## src/rtl/dec_pkg.sv

```systemverilog
// ----------------------------------------------------------------------------
// dec_pkg
// Shared widths and types for the one-hot select decoder.
//   DEC_IN_W     : binary select width
//   DEC_OUT_W    : one-hot output width (2**DEC_IN_W)
//   dec_sel_t    : binary select type
//   dec_onehot_t : one-hot line vector type
// ----------------------------------------------------------------------------
package dec_pkg;

   localparam int unsigned DEC_IN_W  = 3;
   localparam int unsigned DEC_OUT_W = 8;

   typedef logic [DEC_IN_W-1:0]  dec_sel_t;
   typedef logic [DEC_OUT_W-1:0] dec_onehot_t;

endpackage : dec_pkg

```

## src/rtl/dec_core.sv

```systemverilog
// ----------------------------------------------------------------------------
// dec_core
// Purely combinational binary-to-one-hot decoder with enable.
// Ports:
//   a      in   IN_W       binary select, bit 0 is the LSB
//   en     in   1          decode enable, active-high
//   onehot out  2**IN_W    bit a set when en=1, all zero when en=0
// ----------------------------------------------------------------------------
module dec_core
   import dec_pkg::*;
#(
   parameter int unsigned IN_W = DEC_IN_W
) (
   input  logic [IN_W-1:0]      a,
   input  logic                 en,
   output logic [(2**IN_W)-1:0] onehot
);

   always_comb begin
      onehot = '0;
      if (en) begin
         onehot[a] = 1'b1;
      end
   end

endmodule : dec_core

```

## src/rtl/dec_3_to_8.sv

```systemverilog
// ----------------------------------------------------------------------------
// dec_3_to_8
// Registered 3-to-8 one-hot decoder with active-high enable. The decoded
// lines are captured on the rising edge so downstream select/strobe logic
// sees a glitch-free one-hot bus with exactly one clock of latency.
// Ports:
//   clk  in   1       clock, rising edge
//   rst  in   1       synchronous active-high reset, clears y
//   en   in   1       decode enable; en=0 drives y to zero on the next edge
//   a    in   IN_W    binary select
//   y    out  OUT_W   registered one-hot lines, bit i set for a==i
// ----------------------------------------------------------------------------
module dec_3_to_8
   import dec_pkg::*;
#(
   parameter int unsigned IN_W = DEC_IN_W
) (
   input  logic                    clk,
   input  logic                    rst,
   input  logic                    en,
   input  logic [IN_W-1:0]         a,
   output logic [(2**IN_W)-1:0]    y
);

   localparam int unsigned OUT_W = 2**IN_W;

   logic [OUT_W-1:0] y_d;
   logic [OUT_W-1:0] y_q;

   dec_core #(
      .IN_W (IN_W)
   ) u_dec_core (
      .a      (a),
      .en     (en),
      .onehot (y_d)
   );

   // rst wins over en/a, so a reset edge always yields an all-zero bus.
   always_ff @(posedge clk) begin
      if (rst) begin
         y_q <= '0;
      end else begin
         y_q <= y_d;
      end
   end

   assign y = y_q;

`ifndef SYNTHESIS
   // y is undefined until the first reset edge; hold off the checks until then.
   logic rst_seen_q;

   always_ff @(posedge clk) begin
      if (rst) begin
         rst_seen_q <= 1'b1;
      end else if (rst_seen_q !== 1'b1) begin
         rst_seen_q <= 1'b0;
      end
   end

   a_onehot0 : assert property (@(posedge clk) (rst_seen_q === 1'b1) |-> $onehot0(y))
      else $error("y not one-hot-or-zero: %b", y);

   a_clear : assert property (@(posedge clk) (rst || !en) |=> (y == '0))
      else $error("y not cleared after rst or !en: %b", y);
`endif

endmodule : dec_3_to_8

```

## config.mk

```make
export PLATFORM = sky130hd
export DESIGN_NAME = dec_3_to_8
export DESIGN_NICKNAME = d
export VERILOG_FILES = /design/src/rtl/dec_pkg.sv /design/src/rtl/dec_core.sv /design/src/rtl/dec_3_to_8.sv
export SDC_FILE = /design/constraint.sdc
export NUM_CORES = 1
export LEC_CHECK = 0
export BUFFER_PORTS_ARGS = -buffer_cell sky130_fd_sc_hd__buf_4
export CAP_MARGIN = 20
export CORE_AREA = 3 3 40 42
export DETAILED_ROUTE_END_ITERATION = 6
export DIE_AREA = 0 0 43 45
export PLACE_DENSITY_LB_ADDON = 0.12
export SLEW_MARGIN = 20
export SYNTH_ARGS = -nofsm -noshare
export SYNTH_HDL_FRONTEND = slang
export SYNTH_HIERARCHICAL = 1
export SYNTH_SLANG_ARGS = --single-unit
```

## constraint.sdc

```tcl
create_clock -name clk -period 0.8 [get_ports clk]
set_input_delay 0.08 -clock clk [delete_from_list [all_inputs] [get_ports clk]]
set_output_delay 0.08 -clock clk [all_outputs]
set_load 0.01 [all_outputs]
```

Word level (Yosys, flattened, before mapping). Cells that the tools add are included.

Logic and storage cells: 8. Bits in registers: 8.

Mux-type cells: 2. Reduce and logical (&&, ||, !) cells: 2. Bitwise operators: 1. Magnitude comparators: 2.

Operators with widths (number): $lt A3 B4 Y1 const B (1); $demux W1 S3 (1); $ge A3 B1 Y1 const B (1); $reduce_or A2 Y1 (1); $logic_and A1 B1 Y1 (1); $mux W1 (1); $not A1 Y1 (1).

Logic depth before layout (Yosys ltp). Gate-level depths: netlist (run 1).

Depth after elaboration: 4. Mapped depth: 2.

By module. The synthesis (run 1) kept the hierarchy.

Modules (own cells, without submodules): dec_3_to_8 (cells each 16, area each 210.2 sq um, instances 1, sequential area each 160.2 sq um); dec_core (cells each 8, area each 96.3 sq um, instances 1, sequential area each 0.0 sq um).

Least setup slack after synthesis (run 1). Ideal clock, no wire load.

Path type: in2reg. Start point: input a[0]. End point: register y_q[3], in the netlist y[3]. Setup slack: 0.288 ns. Arrival time: 0.399 ns. Stages: 2. Required time: 0.686 ns. Library setup time: 0.114 ns. Cell sequence: and4b_2 > nor2b_1.

Cells in the longest elaborated chain, start to end: 4. Elaborated cells between the ends (all ways): 5. Those cells by class: order compare: 2; mux: 2; reduce/logical: 1.

Ends and longest elaborated chain: start: declaration (RTL line dec_3_to_8.sv:21) `input logic [IN_W-1:0] a,`; $lt A3 B4 Y1 (not written as such) or $ge A3 B1 Y1 (tied branches) (RTL line dec_core.sv:22) `onehot[a] = 1'b1;`; $logic_and A1 B1 Y1 (not written as such) (RTL line dec_core.sv:22); $mux W1 (not written as such) (RTL line dec_core.sv:22); $demux W1 S3 *; end signal: assignment (RTL line dec_3_to_8.sv:43) `y_q <= y_d;`; end: declaration (RTL line dec_3_to_8.sv:28) `logic [OUT_W-1:0] y_q;`.

Every way passes the cells marked *; elsewhere a longest branch is shown, timed or not. A chain may end at the register's enable or synchronous reset.

Worst setup path in the final report (run 1).
Start point: register y_q[3], in the netlist y[3]. End point: output y[3].

RTL lines: end: declaration (RTL line dec_3_to_8.sv:22) `output logic [(2**IN_W)-1:0] y`.

No word-level cell between the ends.

==> metrics.txt, run 1 <==
Max Slew Vio Count 0; clock sink count 8; post-synth top area share 0.522; average routed wire per standard cell 9.47 um; fin util 0.347; Yosys cell types 6; die area 1940 sq um; Synth area leader dfxtp_1; Cell Pwr Density 1720 nW/um^2; via count 223; Startpoint Class flop; maximum VDD drop 382 uV; DP Wirelength 420 um; max_cap viols 0; Yosys reg bits 8; register area share after synthesis 0.522; warnings from Yosys 6; CTS tree built; number of port buffers 13; max reg flops 8; worst hold margin 0.0466 ns; fin nets 48; clock root buffer clkbuf_4; Fin Setup TNS 0 ns; Die Height 45 um; Post-Syn Area 307 sq um; max_slew headroom 0.875; post-cts resize count 0; Diodes inserted 0; post-route cell area 445 sq um; vias in the first global route 206; die width 43 um; CP arrival 0.67 ns; Initial Utilization 0.239; hold_buf cts 0; core area 1280 sq um; first-pass GRT wire length 834 um; top cells by area, synth dfxtp_1 52%, nor2b_1 16%, and4bb_2 12%, and4b_2 11%, nor4b_2 4.9%; Worst Tran Pin Value 0.186 ns; RSZ-0062 raised after global routing no; Cell Chain, Critical Path buf_4; initial drt markers 0; CP required 0.72 ns; P&R area growth vs syn 45.3%; CTS Buffer Depth 2; Setup CP Type flop to output port; Lkg Pwr 0.000198 uW; layout cells sized above 1 0.600; CP max-delay cell dfxtp_1; min cycle time layout 0.753 ns; post-place setup slack 0.0948 ns; Final setup viols 0; io pins 14; largest net degree at the start of global routing 9; GPL Wtd Cong 0.657; H-tree levels 1; # Post-CTS Setup Buffers 0; placed cell area 423 sq um; ANT nets after route 0; Initial DRT Pass Iterations 1; Routed WL 521 um; Min-Delay Path Class input port to flop; DRC Markers 0; Max Fclk 1330 MHz; worst path bufs/invs 1; # fillers 140; # rows 13; Final Hold Viols 0; Mean Syn Cell Area 12.8 sq um; total CTS buffers 3; total global routing overflow 0; All-Layer GR Usage 0.0652; status completed; Clock Pin Slew Worst Setup and Hold Paths 0.05 ns; CP peak stage delay 0.30 ns; initial antenna violation count 0; Setup crit end kind output port; Synth Instances 24; delay-heaviest family, CP flip-flops; synthesized net count 30; crit-path max FO 1; Vias/cell 4.05; Tcrit/Tclk final 0.941; final worst setup slack 0.0472 ns
through the flow:
step	instances	power (uW)
floorplan	24	439
global placement	52	487
detailed placement	52	489
CTS	55	779
global route	55	796
finish	55	765
kinds of logic (layout without fill, tap and decap cells):
group,Yosys count,after routing,synth area share
buffers and inverters,0,16,0
DFF,8,8,0.522
and+or+nand+nor,16,16,0.478
final timing paths:
path              start   end  slack, ns  cells past startpoint
setup / recovery   y[3]  y[3]       0.05                      1
hold / removal      rst  y[7]       0.05                      2
cell type report:
class	instances	area (sq um)	share of cell area
sequential	8	160	0.360
multi-input combinational	16	146	0.329
timing repair buffer	13	97.6	0.219
clock buffer	3	22.5	0.0506
tap	15	18.8	0.0421
power by group:
group	total (uW)	internal, uW	switching (uW)
combinational	72.1	41.6	30.4
clock	285	170	115
sequential	408	406	1.66
total	765	618	147
cell usage in the layout (no fill, tap or decap):
master / instances
and4bb_2: 3
buf_4: 13
clkbuf_4: 3
and4_2: 1
dfxtp_1: 8
and4b_2: 3
nor2b_1: 8
nor4b_2: 1
cell usage after synthesis:
| cell | count |
|---|---|
| dfxtp_1 | 8 |
| nor2b_1 | 8 |
| and4b_2 | 3 |
| and4bb_2 | 3 |
| and4_2 | 1 |
| nor4b_2 | 1 |
metal layers:
| layer | track usage | part of all wire | up-vias |
|---|---|---|---|
| met3 | 0.0398 | 0.17 | 0 |
| met4 | 0.0904 | 0 | 0 |
| met2 | 0.0778 | 0.38 | 13 |
| met1 | 0.0659 | 0.44 | 90 |
| li1 | - | - | 120 |
| met5 | 0 | 0 | - |
Note: power is estimated with default switching activity, not from simulation.
==> inputs of run 2 (changes only) <==
- ABC_AREA: not set -> 1
- SYNTH_HIERARCHICAL: 1 -> not set
==> metrics.txt, run 2 <==
status completed (unchanged); RSZ-0062 raised after global routing no (unchanged); Setup crit end kind output port (unchanged); GPL Wtd Cong 0.641 (was 0.657); max reg flops 8 (unchanged); post-place setup slack 0.258 ns (was 0.0948 ns); final worst setup slack 0.0383 ns (was 0.0472 ns); CTS tree built (unchanged); P&R area growth vs syn 58.3% (was 45.3%); post-synth top area share 0.667 (was 0.522); sw frac 0.201 (was 0.193); Main synth FF type dfxtp_1 (unchanged); Tcrit/Tclk final 0.952 (was 0.941); die area 1940 sq um (unchanged); total CTS buffers 3 (unchanged); ANT nets after route 0 (unchanged); Reg power frac 0.536 (was 0.533); largest net degree at the start of global routing 5 (was 9); Cell Chain, Critical Path buf_4 (unchanged); Clock Pin Slew Worst Setup and Hold Paths 0.05 ns (about the same); Final Hold Viols 0 (unchanged); hold_buf cts 0 (unchanged); max_slew headroom 0.935 (was 0.875); Comb pwr share 0.080 (was 0.094); Cell Pwr Density 2000 nW/um^2 (was 1720 nW/um^2); total global routing overflow 0 (unchanged); Yosys reg bits 8 (unchanged); initial drt markers 2 (was 0); initial antenna violation count 0 (unchanged); CP arrival 0.68 ns (was 0.67 ns); warnings from Yosys 0 (was 6); Routed WL 451 um (was 521 um); delay-heaviest family, CP flip-flops (unchanged); die width 43 um (unchanged); Startpoint Class flop (unchanged); crit-path max FO 1 (unchanged); Diodes inserted 0 (unchanged); Synth area leader dfxtp_1 (unchanged); min cycle time layout 0.762 ns (was 0.753 ns); CTS Buffer Depth 2 (unchanged); All-Layer GR Usage 0.0559 (was 0.0652); Initial Utilization 0.187 (was 0.239); # rows 13 (unchanged); via count 216 (was 223); Synth Instances 26 (was 24); # Post-CTS Setup Buffers 0 (unchanged); Post-Syn Area 240 sq um (was 307 sq um); number of port buffers 13 (unchanged); DRC Markers 0 (unchanged); number of synthesized flops with an enable pin 0 (unchanged); P_sw 153 uW (was 147 uW); post-route cell area 380 sq um (was 445 sq um); core area 1280 sq um (unchanged); most frequent cells in the layout 13 x buf_4, 8 x nor2_1, 7 x dfxtp_1, 4 x nand2_1 (was 13 x buf_4, 8 x nor2b_1, 8 x dfxtp_1); ys async rst share 0 (unchanged); Max Fclk 1310 MHz (was 1330 MHz); max_cap viols 0 (unchanged); first-pass GRT wire length 690 um (was 834 um); fin nets 50 (was 48); CP max-delay cell dfxtp_2 (was dfxtp_1); Die Height 45 um (unchanged); worst path bufs/invs 1 (unchanged); Post-synth top cells 8 x dfxtp_1, 8 x nor2_1, 4 x nand2_1 (was 8 x dfxtp_1, 8 x nor2b_1, 3 x and4b_2, 3 x and4bb_2); placed cell area 357 sq um (was 423 sq um); layout cells sized above 1 0.476 (was 0.600); io pins 14 (unchanged); Max Slew Vio Count 0 (unchanged); CP required 0.72 ns (about the same); Mean Syn Cell Area 9.24 sq um (was 12.8 sq um); Final setup viols 0 (unchanged); DP Wirelength 379 um (was 420 um); # fillers 139 (was 140); Yosys cell types 6 (unchanged); Fin Setup TNS 0 ns (unchanged); Setup CP Type flop to output port (unchanged); clock sink count 8 (unchanged); maximum VDD drop 565 uV (was 382 uV); power share of the clock group 0.384 (was 0.373); H-tree levels 1 (unchanged); Initial DRT Pass Iterations 2 (was 1); Vias/cell 3.79 (was 4.05); register area share after synthesis 0.667 (was 0.522); commonest non-fill, non-tap cell in the layout buf_4 (unchanged); Cell Int Power 607 uW (was 618 uW); synthesized net count 32 (was 30); Worst Tran Pin Value 0.0969 ns (was 0.186 ns); top cells by area, synth dfxtp_1 67%, nor2_1 13%, nand3_2 8.3%, nand2_1 6.3%, inv_1 4.7% (was dfxtp_1 52%, nor2b_1 16%, and4bb_2 12%, and4b_2 11%, nor4b_2 4.9%); Lkg Pwr 0.000190 uW (was 0.000198 uW); average routed wire per standard cell 7.91 um (was 9.47 um); CP peak stage delay 0.31 ns (was 0.30 ns); clock root buffer clkbuf_4 (unchanged); vias in the first global route 193 (was 206); post-cts resize count 0 (unchanged); Min-Delay Path Class input port to flop (unchanged)
## run 2: cells by family after synthesis
family | synth area share
and+or+nand+nor | 0.271
DFF | 0.667
buffers and inverters | 0.0625
## run 2: path summary, 6_finish.rpt
kind,from,to,depth (start not counted)
max,y[1],y[1],1
min,a[1],y[3],3
## run 2: cell type report
cell class	count	area (sq um)	area share
Inverter	4	15.0	0.0395
Clock buffer	3	22.5	0.0592
Tap cell	15	18.8	0.0493
Sequential cell	8	161	0.424
Timing Repair Buffer	13	97.6	0.257
Multi-Input combinational cell	14	65.1	0.171
## run 2: tightest hold or removal path: stages
cell and delay, ns:
buf_4 0.09, nand2_1 0.06, nor2_1 0.09
## run 2: through the flow
step	std cells	util	total power, uW	hold WS (ns)
2_1_floorplan	26	-	440	0.223
3_3_place_gp	54	0.278	477	0.360
3_5_place_dp	54	0.278	477	0.359
4_1_cts	57	0.295	770	0.105
5_1_grt	57	0.296	799	0.103
6_report	57	0.296	760	0.108
## run 2: power groups by stage
stage               Sequential (uW)  Combinational, uW  Clock [uW]
floorplan                       419               20.6           0
global placement                415               61.4           0
detailed placement              415               61.6           0
CTS                             407               61.8         301
global route                    407               66.4         325
finish                          407               60.8         292
## run 2: per-layer routing
metal | global-route usage | share of wire | routed length (um)
met5 | 0 | 0 | 0
met4 | 0.0904 | 0.035 | 16
met3 | 0.0359 | 0.11 | 51
met2 | 0.0719 | 0.47 | 212
met1 | 0.0460 | 0.38 | 170
